--- config.mk ---
export PLATFORM = sky130hd
export DESIGN_NAME = p251_rej_sampler
export DESIGN_NICKNAME = d
export VERILOG_FILES = /design/src/rtl/p251_rej_sampler.sv
export SDC_FILE = /design/constraint.sdc
export NUM_CORES = 1
export LEC_CHECK = 0
export CAP_MARGIN = 20
export CORE_UTILIZATION = 50
export CTS_CLUSTER_SIZE = 14
export DETAILED_ROUTE_END_ITERATION = 10
export PLACE_DENSITY = 0.74
export SLEW_MARGIN = 20
export SYNTH_ARGS = -nofsm -noshare
export SYNTH_HDL_FRONTEND = slang
export SYNTH_SLANG_ARGS = --single-unit
--- constraint.sdc ---
create_clock -name i_clk -period 2 [get_ports i_clk]
set_input_delay 0.3 -clock i_clk [delete_from_list [all_inputs] [get_ports i_clk]]
set_output_delay 0.3 -clock i_clk [all_outputs]
set_load 0.02 [all_outputs]
--- src/rtl/p251_rej_sampler.sv ---
// Rejection sampler: splits XOF words into bytes (LSB first) and emits the
// bytes below 251 as mod-251 field elements until N_ELEM have been produced.
module p251_rej_sampler #(
    parameter int WORD_BYTES = 4,
    parameter int N_ELEM     = 16,
    parameter int IDX_W      = 8
) (
    input  logic                    i_clk,
    input  logic                    i_rst_n,
    input  logic                    i_start,
    input  logic [8*WORD_BYTES-1:0] i_word,
    input  logic                    i_word_valid,
    output logic                    o_word_ready,
    output logic [7:0]              o_elem,
    output logic [IDX_W-1:0]        o_elem_idx,
    output logic                    o_elem_valid,
    output logic [15:0]             o_rej_cnt,
    output logic                    o_busy,
    output logic                    o_done
);

    localparam int BI_W  = (WORD_BYTES > 1) ? $clog2(WORD_BYTES) : 1;
    localparam int CNT_W = $clog2(N_ELEM + 1);
    localparam logic [BI_W-1:0]  LAST_BYTE = BI_W'(WORD_BYTES - 1);
    localparam logic [CNT_W-1:0] LAST_CNT  = CNT_W'(N_ELEM - 1);

    typedef enum logic [1:0] {S_IDLE, S_LOAD, S_SCAN, S_FIN} state_t;

    state_t                  state_q, state_d;
    logic [CNT_W-1:0]        count_q, count_d;
    logic [BI_W-1:0]         bidx_q, bidx_d;
    logic [8*WORD_BYTES-1:0] shift_q, shift_d;
    logic [7:0]              elem_q, elem_d;
    logic [IDX_W-1:0]        eidx_q, eidx_d;
    logic                    valid_q, valid_d;
    logic [15:0]             rej_q, rej_d;
    logic                    busy_q, busy_d;
    logic                    done_q, done_d;

    logic [7:0] cur_byte;
    logic       cur_ok;

    assign cur_byte = shift_q[7:0];
    assign cur_ok   = (cur_byte <= 8'd250);

    always_comb begin
        state_d = state_q;
        count_d = count_q;
        bidx_d  = bidx_q;
        shift_d = shift_q;
        elem_d  = elem_q;
        eidx_d  = eidx_q;
        valid_d = 1'b0;
        rej_d   = rej_q;
        busy_d  = busy_q;
        done_d  = 1'b0;
        case (state_q)
            S_IDLE: begin
                if (i_start) begin
                    count_d = '0;
                    rej_d   = '0;
                    busy_d  = 1'b1;
                    state_d = S_LOAD;
                end
            end
            S_LOAD: begin
                if (i_word_valid) begin
                    shift_d = i_word;
                    bidx_d  = '0;
                    state_d = S_SCAN;
                end
            end
            S_SCAN: begin
                shift_d = shift_q >> 8;
                if (cur_ok) begin
                    elem_d  = cur_byte;
                    eidx_d  = IDX_W'(count_q);
                    valid_d = 1'b1;
                    count_d = count_q + CNT_W'(1);
                end else if (rej_q != 16'hFFFF) begin
                    rej_d = rej_q + 16'd1;
                end
                // Finishing drops the rest of the word without counting it as rejected.
                if (cur_ok && (count_q == LAST_CNT)) begin
                    state_d = S_FIN;
                    done_d  = 1'b1;
                end else if (bidx_q == LAST_BYTE) begin
                    state_d = S_LOAD;
                end else begin
                    bidx_d = bidx_q + BI_W'(1);
                end
            end
            S_FIN: begin
                state_d = S_IDLE;
                busy_d  = 1'b0;
            end
            default: state_d = S_IDLE;
        endcase
    end

    always_ff @(posedge i_clk) begin
        if (!i_rst_n) begin
            state_q <= S_IDLE;
            count_q <= '0;
            bidx_q  <= '0;
            shift_q <= '0;
            elem_q  <= '0;
            eidx_q  <= '0;
            valid_q <= 1'b0;
            rej_q   <= '0;
            busy_q  <= 1'b0;
            done_q  <= 1'b0;
        end else begin
            state_q <= state_d;
            count_q <= count_d;
            bidx_q  <= bidx_d;
            shift_q <= shift_d;
            elem_q  <= elem_d;
            eidx_q  <= eidx_d;
            valid_q <= valid_d;
            rej_q   <= rej_d;
            busy_q  <= busy_d;
            done_q  <= done_d;
        end
    end

    assign o_word_ready = (state_q == S_LOAD);
    assign o_elem       = elem_q;
    assign o_elem_idx   = eidx_q;
    assign o_elem_valid = valid_q;
    assign o_rej_cnt    = rej_q;
    assign o_busy       = busy_q;
    assign o_done       = done_q;

endmodule

# After elaboration in Yosys (flattened, before gate mapping)
# Index checks and enable logic that the tools add are counted.
[totals]
ramBits = 0
register_bits = 73
inputBits = 36
elab_cells = 63
memories = 0
latchBits = 0
output_inout_bits = 36
mem_bits_ro = 0
[op_classes]
div = 0
n_shift = 0
add_sub_neg = 3
mux = 22
n_eq_ne = 14
n_mul = 0
bitwise_logic = 0
n_lt_le_gt_ge = 1
reduce_logical = 13
[op_table]
columns = ["operator", "count"]
rows = [
  ["$pmux W32 S2", 1],
  ["$mux W16", 3],
  ["$mux W32", 1],
  ["$pmux W16 S2", 1],
  ["$add A16 B1 Y16 const B", 1],
  ["$ne A16 B16 Y1 const B", 1],
  ["$mux W2", 7],
  ["$ne A2 B2 Y1 const B", 7],
  ["$mux W5", 2],
  ["$pmux W5 S2", 1],
  ["$le A8 B8 Y1 const B", 1],
  ["$pmux W2 S4", 1],
  ["$reduce_and A2 Y1", 4],
  ["$reduce_and A4 Y1", 2],
  ["$eq A2 B2 Y1 const B", 3],
  ["$reduce_and A3 Y1", 2],
  ["$reduce_bool A2 Y1", 3],
  ["$add A5 B1 Y5 const B", 1],
  ["$eq A5 B4 Y1 const B", 1],
  ["$pmux W2 S2", 1],
  ["$mux W1", 3],
  ["$ne A3 B3 Y1 const B", 1],
  ["$add A2 B1 Y2 const B", 1],
  ["$eq A2 B1 Y1 const B", 1],
  ["other kinds (3)", 3],
]

# Depth between registers and ports, before layout
[depth]
depth_word = 4
depth_mapped = 7
ltp_nobuf = 6

# Worst setup path before layout
# Ideal clock, no wire load.
[synth_timing]
path_kind = "register to register"
start = "register rej_q[0] (netlist: o_rej_cnt[0])"
end = "register rej_q[9] (netlist: o_rej_cnt[9])"
arrival_time_ps = 1777
stages_incl_launch_ff = 8
slack_ps = 122
setup_time_ps = 101
required_ps = 1899
path_buffers = 1
period_less_slack_ps = 1878
cell_sequence = "dfxtp_1 > ha_1 > and3_1 > nand4_1 > nor2_1 > or3_1 > buf_2 > o41ai_1"
[synth_between]
elab_chain_len = 4
word_cells_on_any_way = 7
cone_classes = "add/sub: 1; eq/ne: 2; mux: 3; reduce/logical: 1"
[synth_lines]
columns = ["element", "line_no", "rtl"]
rows = [
  ["start, declared", "36", "logic [15:0] rej_q, rej_d;"],
  ["start signal, assigned", "121", "rej_q <= rej_d;"],
  ["$add A16 B1 Y16", "81", "rej_d = rej_q + 16'd1;"],
  ["$mux W16", "80", "end else if (rej_q != 16'hFFFF) begin"],
  ["$mux W16", "75", "if (cur_ok) begin"],
  ["$pmux W16 S2", "57", "case (state_q)"],
]
# Parallel ways exist; a longest one is shown, timed or not. The select of a mux whose other input is x is not followed.
# A chain may end at the register's enable or synchronous reset.

# Worst setup path in the final report
[layout_timing]
start = "register rej_q[7] (netlist: o_rej_cnt[7])"
end = "register rej_q[0] (netlist: o_rej_cnt[0])"
[layout_between]
elab_chain_len = 3
[layout_lines]
columns = ["element", "line_no"]
rows = [
  ["$ne A16 B16 Y1", "80"],
  ["$ne A2 B2 Y1 (no source line)", "n/a"],
  ["$reduce_and A4 Y1 (no source line)", "n/a"],
]
# Every way passes these cells.

==> qor.csv <==
stage,metric,value,unit
run_status,status,"finished, final reports clean",
detailed_routing,postRouteAntennaNets,0,
detailed_routing,routed_wl,8210,um
layout,drive_above_1_share,11.0,%
logic_synthesis,synthMuxAreaShare,0.290,%
die,design.core.area,6490,um2
timing,rsz0062_at_grt,no,
die,die_area,7250,um2
die,ios,72,
timing,setup-tns-final,0,ns
timing,slew_violations,0,
die,die_height,85.1,um
clock_network,insertion_delay,0.34,ns
global_routing,grt-ovfl-total,0,
pwr,max-vdd-ir-drop,445,uV
clock_network,cts.sinks,73,
logic_synthesis,synth_common_cells,"nand2_1, dfxtp_1, nand3_1",
timing,finalSetupViolations,0,
critical_path,critPathKind,reg -> reg,
logic_synthesis,ys_types,46,
critical_path,cp.required,2.24,ns
global_routing,grt_max_degree,45,
clock_network,hold_buffers,0,
job,cap_viol_max_count,0,
pwr,power.density,719,nW/um2
timing,period_share,90.0,%
critical_path,r2r_slack,0.20,ns
logic_synthesis,synth-edff-count,0,
layout,area_growth,30.6,%
clock_network,htree_levels,3,
logic_synthesis,ys.flop_type,dfxtp_1,
logic_synthesis,synth_cells,423,
timing,hold_viol,0,
layout,nNetsFinal,536,
pwr,p_leak,1.90,nW
detailed_routing,vias,3296,
logic_synthesis,async_flop_share,0,%
critical_path,cp_max_fo,9,
critical_path,crit_start,o_rej_cnt[7],
timing,skew,0.0167,ns
logic_synthesis,yosysWarnings,0,
critical_path,crit_path_end,o_rej_cnt[0],
logic_synthesis,synth_area_leaders,"dfxtp_1, nand2_1, o211a_1",
detailed_routing,firstDrtPassIters,5,
detailed_routing,wl_per_cell,14.2,um
critical_path,r2r_cells,6,
layout,diodes,0,
clock_network,clock_path_buffers,2,
logic_synthesis,synth_simple_gate_area_share,25.9,%
die,die_w,85.1,um
clock_network,path_clk_slew,0.08,ns
detailed_routing,vias_per_cell,5.70,
clock_network,root_buffer,clkbuf_8,
layout,final_util,69.5,%
logic_synthesis,syn_area_per_cell,8.17,um2
critical_path,crit_arrival,2.04,ns
logic_synthesis,synth_fa_ha_area_share,1.45,%
timing,fmax,0.555,GHz
min_path,hold_path.class,in -> reg,
logic_synthesis,yosysTopAreaCell,dfxtp_1,
placement,numPortBuffers,68,
clock_network,cts_tree,yes,
logic_synthesis,synth_top_family_by_area,simple AND/OR/NAND/NOR gates,
logic_synthesis,synth-seq-area-share,42.3,%
critical_path,r2r_start,o_rej_cnt[7],
critical_path,cp-start-kind,flip-flop,
critical_path,r2r_end,o_rej_cnt[0],
global_routing,grt_pass1_wl,13700,um
clock_network,numCtsBuffers,9,
critical_path,end_kind,flip-flop,
global_routing,first_global_vias,3018,
detailed_routing,drc,0,
logic_synthesis,synth_compound_area_share,24.2,%
die,start_util,53.2,%
placement,gp_congestion,0.829,
logic_synthesis,synth-xor-area-share,1.01,%
global_routing,antenna_found_initial,0,
placement,dpl.hpwl,5660,um
timing,post-route-min-period,1.80,ns
min_path,min_from,i_rst_n,
logic_synthesis,synth-seq-cells,73,
global_routing,track_usage,23.5,%
logic_synthesis,syn-cell-area,3460,um2
pwr,power,3.25,mW
detailed_routing,drt_iter0_markers,235,
logic_synthesis,synth.top_cell.area_share,42.3,%
die,rows,29,
logic_synthesis,synthMostInstantiatedCell,nand2_1,
layout,fillers,526,
==> worst min path at each step <==
stage | cells past startpoint | endpoint
after floorplan | 1 | bidx_q[0]
after global placement | 1 | bidx_q[0]
after detailed placement | 2 | o_elem[2]
after CTS | 3 | o_rej_cnt[0]
after global routing | 4 | o_rej_cnt[5]
final | 4 | o_rej_cnt[7]
==> kinds of logic after synthesis <==
| group | count (synthesis) |
|---|---|
| AO/OA/AOI/OAI | 106 |
| XOR/XNOR | 4 |
| adder cells (fa/ha/maj) | 4 |
| buffers and inverters | 39 |
| flip-flops | 73 |
| multiplexers | 1 |
| other | 1 |
| AND/OR/NAND/NOR | 195 |
==> layout make-up <==
type	count	area (um2)	share of cell area, %
clock buffers	10	128	2.83
multi-input cells	313	1850	41.0
repair buffers	94	870	19.3
well taps	77	96.3	2.14
flip-flops and latches	73	1460	32.4
inverters	5	18.8	0.416
clock inverters	6	90.1	2.00
==> state kept, by name, summed over array words and instances (netlist names) <==
signal,count
shift_q,32
o_rej_cnt,16
o_elem,8
count_q,5
o_elem_idx,5
bidx_q,2
state_q,2
o_busy,1
o_done,1
o_elem_valid,1
==> cell usage in the layout, fill, tap and decap left out, types with 3 or more instances in the layout <==
cell type,Yosys,layout
conb_1,1,3
nor2_1,14,14
o22ai_1,4,4
and3_1,5,5
inv_1,5,5
a21oi_1,8,8
nand2_1,109,109
dfxtp_1,73,73
nor2b_1,12,11
a21boi_0,13,13
nand3_1,30,30
and2_1,7,7
o21ai_0,12,12
or3_1,6,5
a22oi_1,8,8
clkdlybuf4s50_1,0,66
o221a_2,3,3
xnor2_1,3,3
buf_4,3,26
o211a_1,24,24
ha_1,4,4
o31ai_1,7,7
clkbuf_8,0,9
o211ai_1,9,9
==> power breakdown <==
| group | total (mW) | internal, mW | switching, mW |
|---|---|---|---|
| Combinational | 0.399 | 0.195 | 0.205 |
| Clock | 1.28 | 0.708 | 0.574 |
| Sequential | 1.56 | 1.52 | 0.0459 |
==> worst max-delay path, stage by stage, from the launching register on <==
cell and delay [ns]:
dfxtp_1 0.49, and4_1 0.28, nand4_1 0.21, o21bai_1 0.36
buf_4 0.18, nor2_1 0.04, o21a_1 0.15
==> routing by layer <==
| layer | part of all wire [%] | GRT usage (%) |
|---|---|---|
| met1 | 48 | 33.0 |
| met2 | 45 | 37.2 |
| met3 | 5.5 | 3.31 |
| met4 | 1.3 | 8.32 |
| met5 | 0 | 0 |
==> what timing repair did <==
item / CTS / global route
setup buffers: 0 / 0
endpoints found under the setup margin: 1 / 2
resized for setup: 1 / 1
==> through the flow <==
stage | hold slack, ns | area, um2 | setup WS (ns) | std cells
after global placement | 0.439 | 4290 | 0.0698 | 562
final | 0.441 | 4510 | 0.199 | 578
after detailed placement | 0.458 | 4290 | 0.0338 | 562
after global routing | 0.448 | 4510 | 0.0727 | 578
after CTS | 0.453 | 4510 | 0.108 | 578
after floorplan | 0.428 | 3460 | 0.122 | 425
No activity file was read; power rests on OpenSTA's default activity.
